## src/rtl/axis_pkg.sv

```systemverilog
// Shared types for the fsic AXI-Stream receive path: beat widths, the buffered
// entry layout and the ingress frame states.
package axis_pkg;

  localparam int AXIS_DATA_W = 32;
  localparam int AXIS_STRB_W = 4;
  localparam int AXIS_ID_W   = 2;
  localparam int AXIS_USER_W = 2;

  // One buffered beat; sof is derived on ingress from the frame FSM.
  typedef struct packed {
    logic [AXIS_DATA_W-1:0] tdata;
    logic [AXIS_STRB_W-1:0] tstrb;
    logic [AXIS_STRB_W-1:0] tkeep;
    logic                   tlast;
    logic [AXIS_ID_W-1:0]   tid;
    logic [AXIS_USER_W-1:0] tuser;
    logic                   sof;
  } axis_beat_t;

  localparam int AXIS_BEAT_W = $bits(axis_beat_t);

  typedef enum logic {
    RX_IDLE  = 1'b0,
    RX_FRAME = 1'b1
  } axis_rx_state_e;

endpackage

```

## src/rtl/axis_slave_if.sv

```systemverilog
// Upstream AXI-Stream and backend valid/ready signals of the receive slave.
// The slave modport is the DUT view; master is the driving side.
interface axis_slave_if;
  import axis_pkg::*;

  logic                   axis_tvalid;
  logic [AXIS_DATA_W-1:0] axis_tdata;
  logic [AXIS_STRB_W-1:0] axis_tstrb;
  logic [AXIS_STRB_W-1:0] axis_tkeep;
  logic                   axis_tlast;
  logic [AXIS_ID_W-1:0]   axis_tid;
  logic [AXIS_USER_W-1:0] axis_tuser;
  logic                   axis_tready;

  logic                   bk_valid;
  logic [AXIS_DATA_W-1:0] bk_data;
  logic [AXIS_STRB_W-1:0] bk_tstrb;
  logic [AXIS_STRB_W-1:0] bk_tkeep;
  logic [AXIS_ID_W-1:0]   bk_tid;
  logic [AXIS_USER_W-1:0] bk_user;
  logic                   bk_last;
  logic                   bk_sof;
  logic                   bk_ready;
  logic                   bk_done;
  logic                   bk_stall;
  logic                   bk_tid_err;

  modport slave (
    input  axis_tvalid, axis_tdata, axis_tstrb, axis_tkeep, axis_tlast,
           axis_tid, axis_tuser, bk_ready,
    output axis_tready, bk_valid, bk_data, bk_tstrb, bk_tkeep, bk_tid,
           bk_user, bk_last, bk_sof, bk_done, bk_stall, bk_tid_err
  );

  modport master (
    output axis_tvalid, axis_tdata, axis_tstrb, axis_tkeep, axis_tlast,
           axis_tid, axis_tuser, bk_ready,
    input  axis_tready, bk_valid, bk_data, bk_tstrb, bk_tkeep, bk_tid,
           bk_user, bk_last, bk_sof, bk_done, bk_stall, bk_tid_err
  );

endinterface

```

## src/rtl/axis_rx_fifo.sv

```systemverilog
// Synchronous first-word-fall-through FIFO: the head entry is always visible on
// rd_data; full/empty come straight from the registered occupancy counter.
module axis_rx_fifo #(
  parameter type beat_t     = logic [45:0],
  parameter int  FIFO_DEPTH = 8,
  localparam int PTR_W      = $clog2(FIFO_DEPTH),
  localparam int CNT_W      = PTR_W + 1
) (
  input  logic             clk,
  input  logic             rst,
  input  logic             wr_en,
  input  beat_t            wr_data,
  input  logic             rd_en,
  output beat_t            rd_data,
  output logic             full,
  output logic             empty,
  output logic [CNT_W-1:0] count
);

  beat_t            mem [FIFO_DEPTH];
  logic [PTR_W-1:0] wr_ptr;
  logic [PTR_W-1:0] rd_ptr;
  logic             do_wr;
  logic             do_rd;

  assign full  = (count == CNT_W'(FIFO_DEPTH));
  assign empty = (count == '0);

  // A write into a full FIFO is dropped even when a read frees a slot this cycle.
  assign do_wr = wr_en && !full;
  assign do_rd = rd_en && !empty;

  // NOTE: storage carries no reset; validity is tracked by count alone, so the
  // array can map onto plain RAM/flops without a reset network.
  always_ff @(posedge clk) begin
    if (do_wr) begin
      mem[wr_ptr] <= wr_data;
    end
  end

  // NOTE: all sequential state uses non-blocking assignments so every register
  // samples the pre-edge values of its neighbours.
  always_ff @(posedge clk) begin
    if (rst) begin
      wr_ptr <= '0;
      rd_ptr <= '0;
      count  <= '0;
    end else begin
      if (do_wr) begin
        wr_ptr <= wr_ptr + PTR_W'(1);
      end
      if (do_rd) begin
        rd_ptr <= rd_ptr + PTR_W'(1);
      end
      unique case ({do_wr, do_rd})
        2'b10:   count <= count + CNT_W'(1);
        2'b01:   count <= count - CNT_W'(1);
        default: count <= count;
      endcase
    end
  end

  assign rd_data = mem[rd_ptr];

endmodule

```

## src/rtl/axis_slave.sv

```systemverilog
// fsic AXI-Stream receive slave: buffers upstream beats, marks frame starts,
// checks tid consistency within a frame and flags a stalled backend.
module axis_slave
  import axis_pkg::*;
#(
  parameter int         FIFO_DEPTH  = 8,
  parameter logic [7:0] RDY_TIMEOUT = 8'd5
) (
  input logic         axi_aclk,
  input logic         axi_areset,
  axis_slave_if.slave bus
);

  localparam int CNT_W = $clog2(FIFO_DEPTH) + 1;

  axis_rx_state_e   state;
  axis_rx_state_e   state_nxt;
  axis_beat_t       wr_beat;
  axis_beat_t       head;
  axis_beat_t       shown;
  logic             fifo_full;
  logic             fifo_empty;
  logic [CNT_W-1:0] fifo_count;
  logic             wr_fire;
  logic             rd_fire;
  logic             beat_sof;
  logic             tid_mismatch;
  logic [AXIS_ID_W-1:0] frame_tid;
  logic             tid_err;
  logic [7:0]       stall_cnt;

  // Handshakes depend only on registered occupancy and reset, never on bk_ready.
  assign bus.axis_tready = !fifo_full && !axi_areset;
  assign bus.bk_valid    = !fifo_empty && !axi_areset;
  assign wr_fire         = bus.axis_tvalid && bus.axis_tready;
  assign rd_fire         = bus.bk_valid && bus.bk_ready;

  always_ff @(posedge axi_aclk) begin
    if (axi_areset) begin
      state <= RX_IDLE;
    end else begin
      state <= state_nxt;
    end
  end

  // NOTE: every always_comb output gets a default first so no path leaves a
  // signal unassigned and no latch is inferred.
  always_comb begin
    state_nxt    = state;
    beat_sof     = 1'b0;
    tid_mismatch = 1'b0;
    case (state)
      RX_IDLE: begin
        beat_sof = 1'b1;
        if (wr_fire && !bus.axis_tlast) begin
          state_nxt = RX_FRAME;
        end
      end
      RX_FRAME: begin
        if (wr_fire) begin
          tid_mismatch = (bus.axis_tid != frame_tid);
          if (bus.axis_tlast) begin
            state_nxt = RX_IDLE;
          end
        end
      end
      default: state_nxt = RX_IDLE;
    endcase
  end

  // The frame's tid is taken from its first beat; the error flag is sticky.
  always_ff @(posedge axi_aclk) begin
    if (axi_areset) begin
      frame_tid <= '0;
      tid_err   <= 1'b0;
    end else begin
      if (wr_fire && (state == RX_IDLE)) begin
        frame_tid <= bus.axis_tid;
      end
      if (tid_mismatch) begin
        tid_err <= 1'b1;
      end
    end
  end

  always_ff @(posedge axi_aclk) begin
    if (axi_areset) begin
      stall_cnt <= '0;
    end else if (bus.bk_valid && !bus.bk_ready) begin
      if (stall_cnt != 8'hFF) begin
        stall_cnt <= stall_cnt + 8'd1;
      end
    end else begin
      stall_cnt <= '0;
    end
  end

  always_comb begin
    wr_beat       = '0;
    wr_beat.tdata = bus.axis_tdata;
    wr_beat.tstrb = bus.axis_tstrb;
    wr_beat.tkeep = bus.axis_tkeep;
    wr_beat.tlast = bus.axis_tlast;
    wr_beat.tid   = bus.axis_tid;
    wr_beat.tuser = bus.axis_tuser;
    wr_beat.sof   = beat_sof;
  end

  axis_rx_fifo #(
    .beat_t     (axis_beat_t),
    .FIFO_DEPTH (FIFO_DEPTH)
  ) u_fifo (
    .clk     (axi_aclk),
    .rst     (axi_areset),
    .wr_en   (wr_fire),
    .wr_data (wr_beat),
    .rd_en   (rd_fire),
    .rd_data (head),
    .full    (fifo_full),
    .empty   (fifo_empty),
    .count   (fifo_count)
  );

  // Backend data reads as zero whenever no head entry is presented.
  assign shown = bus.bk_valid ? head : '0;

  assign bus.bk_data    = shown.tdata;
  assign bus.bk_tstrb   = shown.tstrb;
  assign bus.bk_tkeep   = shown.tkeep;
  assign bus.bk_tid     = shown.tid;
  assign bus.bk_user    = shown.tuser;
  assign bus.bk_last    = shown.tlast;
  assign bus.bk_sof     = shown.sof;
  assign bus.bk_done    = rd_fire && head.tlast;
  assign bus.bk_stall   = (stall_cnt >= RDY_TIMEOUT);
  assign bus.bk_tid_err = tid_err;

  a_count_bound : assert property (@(posedge axi_aclk) disable iff (axi_areset)
    fifo_count <= CNT_W'(FIFO_DEPTH));

endmodule

```

## src/flat_wrapper.sv

```systemverilog
// flat-port wrapper written by rule: the top's interface ports become plain ports
module axis_slave_flat import axis_pkg::*;
#(
  parameter int         FIFO_DEPTH  = 8,
  parameter logic [7:0] RDY_TIMEOUT = 8'd5
)
  (axi_aclk, axi_areset, bus_axis_tvalid, bus_axis_tdata, bus_axis_tstrb, bus_axis_tkeep, bus_axis_tlast, bus_axis_tid, bus_axis_tuser, bus_bk_ready, bus_axis_tready, bus_bk_valid, bus_bk_data, bus_bk_tstrb, bus_bk_tkeep, bus_bk_tid, bus_bk_user, bus_bk_last, bus_bk_sof, bus_bk_done, bus_bk_stall, bus_bk_tid_err);
  axis_slave_if bus_i ();
  input logic axi_aclk;
  input logic axi_areset;
  input wire logic [$bits(bus_i.axis_tvalid)-1:0] bus_axis_tvalid;
  input wire logic [$bits(bus_i.axis_tdata)-1:0] bus_axis_tdata;
  input wire logic [$bits(bus_i.axis_tstrb)-1:0] bus_axis_tstrb;
  input wire logic [$bits(bus_i.axis_tkeep)-1:0] bus_axis_tkeep;
  input wire logic [$bits(bus_i.axis_tlast)-1:0] bus_axis_tlast;
  input wire logic [$bits(bus_i.axis_tid)-1:0] bus_axis_tid;
  input wire logic [$bits(bus_i.axis_tuser)-1:0] bus_axis_tuser;
  input wire logic [$bits(bus_i.bk_ready)-1:0] bus_bk_ready;
  output wire logic [$bits(bus_i.axis_tready)-1:0] bus_axis_tready;
  output wire logic [$bits(bus_i.bk_valid)-1:0] bus_bk_valid;
  output wire logic [$bits(bus_i.bk_data)-1:0] bus_bk_data;
  output wire logic [$bits(bus_i.bk_tstrb)-1:0] bus_bk_tstrb;
  output wire logic [$bits(bus_i.bk_tkeep)-1:0] bus_bk_tkeep;
  output wire logic [$bits(bus_i.bk_tid)-1:0] bus_bk_tid;
  output wire logic [$bits(bus_i.bk_user)-1:0] bus_bk_user;
  output wire logic [$bits(bus_i.bk_last)-1:0] bus_bk_last;
  output wire logic [$bits(bus_i.bk_sof)-1:0] bus_bk_sof;
  output wire logic [$bits(bus_i.bk_done)-1:0] bus_bk_done;
  output wire logic [$bits(bus_i.bk_stall)-1:0] bus_bk_stall;
  output wire logic [$bits(bus_i.bk_tid_err)-1:0] bus_bk_tid_err;
  assign bus_i.axis_tvalid = bus_axis_tvalid;
  assign bus_i.axis_tdata = bus_axis_tdata;
  assign bus_i.axis_tstrb = bus_axis_tstrb;
  assign bus_i.axis_tkeep = bus_axis_tkeep;
  assign bus_i.axis_tlast = bus_axis_tlast;
  assign bus_i.axis_tid = bus_axis_tid;
  assign bus_i.axis_tuser = bus_axis_tuser;
  assign bus_i.bk_ready = bus_bk_ready;
  assign bus_axis_tready = bus_i.axis_tready;
  assign bus_bk_valid = bus_i.bk_valid;
  assign bus_bk_data = bus_i.bk_data;
  assign bus_bk_tstrb = bus_i.bk_tstrb;
  assign bus_bk_tkeep = bus_i.bk_tkeep;
  assign bus_bk_tid = bus_i.bk_tid;
  assign bus_bk_user = bus_i.bk_user;
  assign bus_bk_last = bus_i.bk_last;
  assign bus_bk_sof = bus_i.bk_sof;
  assign bus_bk_done = bus_i.bk_done;
  assign bus_bk_stall = bus_i.bk_stall;
  assign bus_bk_tid_err = bus_i.bk_tid_err;
  axis_slave #(.FIFO_DEPTH(FIFO_DEPTH), .RDY_TIMEOUT(RDY_TIMEOUT)) u_core (.axi_aclk(axi_aclk), .axi_areset(axi_areset), .bus(bus_i));
endmodule
```

## config.mk

```make
export PLATFORM = sky130hd
export DESIGN_NAME = axis_slave_flat
export DESIGN_NICKNAME = d
export VERILOG_FILES = /design/src/rtl/axis_pkg.sv /design/src/rtl/axis_slave_if.sv /design/src/rtl/axis_rx_fifo.sv /design/src/rtl/axis_slave.sv /design/src/flat_wrapper.sv
export SDC_FILE = /design/constraint.sdc
export NUM_CORES = 1
export LEC_CHECK = 0
export BUFFER_PORTS_ARGS = -buffer_cell sky130_fd_sc_hd__buf_2
export CAP_MARGIN = 20
export CORE_MARGIN = 3
export CORE_UTILIZATION = 65
export DETAILED_ROUTE_END_ITERATION = 6
export PLACE_DENSITY = 0.85
export SYNTH_ARGS = -nofsm -noshare
export SYNTH_HDL_FRONTEND = slang
export SYNTH_SLANG_ARGS = --single-unit
```

## constraint.sdc

```tcl
create_clock -name axi_aclk -period 19.9 [get_ports axi_aclk]
set_input_delay 2.985 -clock axi_aclk [delete_from_list [all_inputs] [get_ports axi_aclk]]
set_output_delay 2.985 -clock axi_aclk [all_outputs]
set_load 0.05 [all_outputs]
```

==> out/metrics.csv <==
metric,value,unit
core_area,22800,um2
grt_usage,26.2,%
worst_slack,12.24,ns
antenna_found_initial,2,
post-place-ws,12.31,ns
clock-sinks,393,
ys_seq_elements,393,
holdBufCountCts,0,
wl_met1,12.4,mm
cp_num_buf_inv,3,
endpoint_kind,primary output,
slew_headroom,30.1,%
ys.flop_type,edfxtp_1,
path_common_cell,buf_2,
drive_above_1_share,31.4,%
synth.net_count,792,
drc,0,
drv_slew,0,
fillers,1208,
crit_family,buffers and inverters,
met3_length,2.45,mm
antenna_left,0,
max_freq,131,MHz
synth_area,15300,um2
grt_max_degree,73,
setup_viol,0,
vdd_drop_max,71.1,uV
synth_top_area_share,72.5,%
final_nets,911,
cts.path.max_buffers,3,
synth_top_area_cell,edfxtp_1,
netlist_instances,735,
startpoint,axi_areset,
vias_per_cell,6.47,
io_buffer_count,99,
post_cts_buffers,0,
grt_pass1_wl,49.8,mm
dieArea,25300,um2
synth_warnings,0,
hold_violations,0,
num_rows,55,
leakagePower,5.60,nW
vias,7744,
routed_wl,32.5,mm
firstDrtPassIters,5,
wl_met2,16.5,mm
dpl.hpwl,16.8,mm
final.setup.tns,0,ns
start_kind,input pin,
outcome,"finished, final reports clean",
highest_layer,met5,
max_slew.worst_pin.slew,1.05,ns
fp.dieW,159,um
place.gp.congestion,0.761,
layout_commonest_cell,edfxtp_1,
cpPeakStageDelay,0.52,ns
clk_pin_slew_worst_paths,0.05,ns
power_density,104,nW/um2
critical_path.cell_chain,buf_2 -> or2_2 -> buf_4 -> nor2_1 -> buf_2,
crit_type,input pin to primary output,
htree_num_levels,2,
grt_pass1_vias,8198,
cp_max_fo,28,
yosysUniqueCellTypes,36,
area_growth,13.9,%
synth-edff-count,368,
overflow,0,
clock_latency,0.52,ns
cts_tree,done,
ios,100,
final_cell_mix,"368 x edfxtp_1, 99 x buf_2, 92 x mux4_2",
clock_skew,0.0151,ns
cts_buffers,38,
syn-mean-instance-area,20.7,um2
hold_class,flip-flop to flip-flop,
timing.final.crit_share,38.5,%
drt_iter0_markers,946,
slowest_stage,or2_2,
min_from,u_core.bus.bk_tid_err$_SDFFE_PP0P_,
wl_per_cell,27.2,um
rr_startpoint,u_core.u_fifo.count[1]$_SDFFE_PP0P_,
worstPathArrival,4.68,ns
start_util,66.8,%
die_y,159,um
fin_crit,7.66,ns
netlist_top_cells_area,"edfxtp_1 72%, mux4_2 14%, dfxtp_1 3.3%",
postCtsResizedCells,0,
root_buffer,clkbuf_16,
ys_async_sr_fraction,0,%
cap_violations,0,
seq_area_frac_synth,75.7,%
cp.required,16.91,ns
rsz0062_at_grt,false,
[final cells by class]
class / count / area (um2) / area share [%]
inverters: 8 / 30.0 / 0.173
flip-flops and latches: 393 / 11600 / 66.6
clock inverters: 16 / 195 / 1.12
diodes: 1 / 2.50 / 0.0144
clock buffers: 52 / 1100 / 6.32
well taps: 313 / 392 / 2.25
multi-input cells: 299 / 3480 / 20.1
repair buffers: 114 / 608 / 3.50
[tightest hold or removal path, cell delays in order (launching register included)]
cell and delay [ns]:
dfxtp_1 0.33, a21oi_1 0.04, nor2_1 0.07
[final timing paths]
| path | end | slack, ns | depth (start not counted) |
|---|---|---|---|
| worst max-delay path | bus_bk_data[3] | 12.24 | 5 |
| worst min-delay path | u_core.bus.bk_tid_err$_SDFFE_PP0P_ | 0.48 | 2 |
| worst max register to register | u_core.u_fifo.mem[4][40]$_DFFE_PP_ | 16.43 | 5 |
| worst min register to register | u_core.bus.bk_tid_err$_SDFFE_PP0P_ | 0.48 | 2 |
[power by group]
group          switching, mW  total [mW]  internal [mW]
clock network          0.299       0.739          0.440
registers             0.0121       0.928          0.916
logic                 0.0944       0.145         0.0507
total                  0.405        1.81           1.41
[through the flow]
step	utilization (%)	power, mW	hold slack [ns]	area, um2	std cells
floorplan	-	1.05	0.428	15300	735
global placement	70.4	1.08	0.437	16100	1127
detailed placement	70.4	1.09	0.458	16100	1127
CTS	76.0	1.82	0.474	17400	1195
global route	76.0	1.86	0.483	17400	1196
finish	76.0	1.81	0.478	17400	1196
[synthesized netlist by cell type (all sizes together), types with 2 or more instances]
library cell	number
edfxtp	368
mux4	92
nor2	70
mux2i	50
buf	28
dfxtp	25
nand2	10
nor3	10
ha	8
inv	8
o21ai	8
a21oi	7
clkbuf	7
xnor2	6
nand2b	5
nand3	5
xor2	4
nor4	3
nor4b	3
a211oi	2
and3	2
nand4	2
nand4b	2
[state kept, by name (all words and copies together), names as in the netlist, named ones only]
signal	cells
u_core.u_fifo.mem	368
u_core.stall_cnt	8
u_core.u_fifo.count	4
u_core.u_fifo.rd_ptr	3
u_core.u_fifo.wr_ptr	3
u_core.frame_tid	2
u_core.bus.bk_tid_err	1
[routing by layer]
| metal | vias to the layer above | global-route usage, % |
|---|---|---|
| li1 | 3221 | - |
| met5 | - | 0 |
| met2 | 434 | 42.1 |
| met3 | 87 | 4.79 |
| met4 | 2 | 11.5 |
| met1 | 4000 | 36.3 |
[kinds of logic after synthesis]
logic type,after synthesis,synth area share (%)
DFF,393,75.7
muxes,142,16.9
and+or+nand+nor,119,3.68
buffers and inverters,43,1.74
AOI/OAI and AO/OA,20,0.747
xor gates and xnor gates,10,0.574
adders and majority gates,8,0.656
Power figures use the tool's default switching activity.
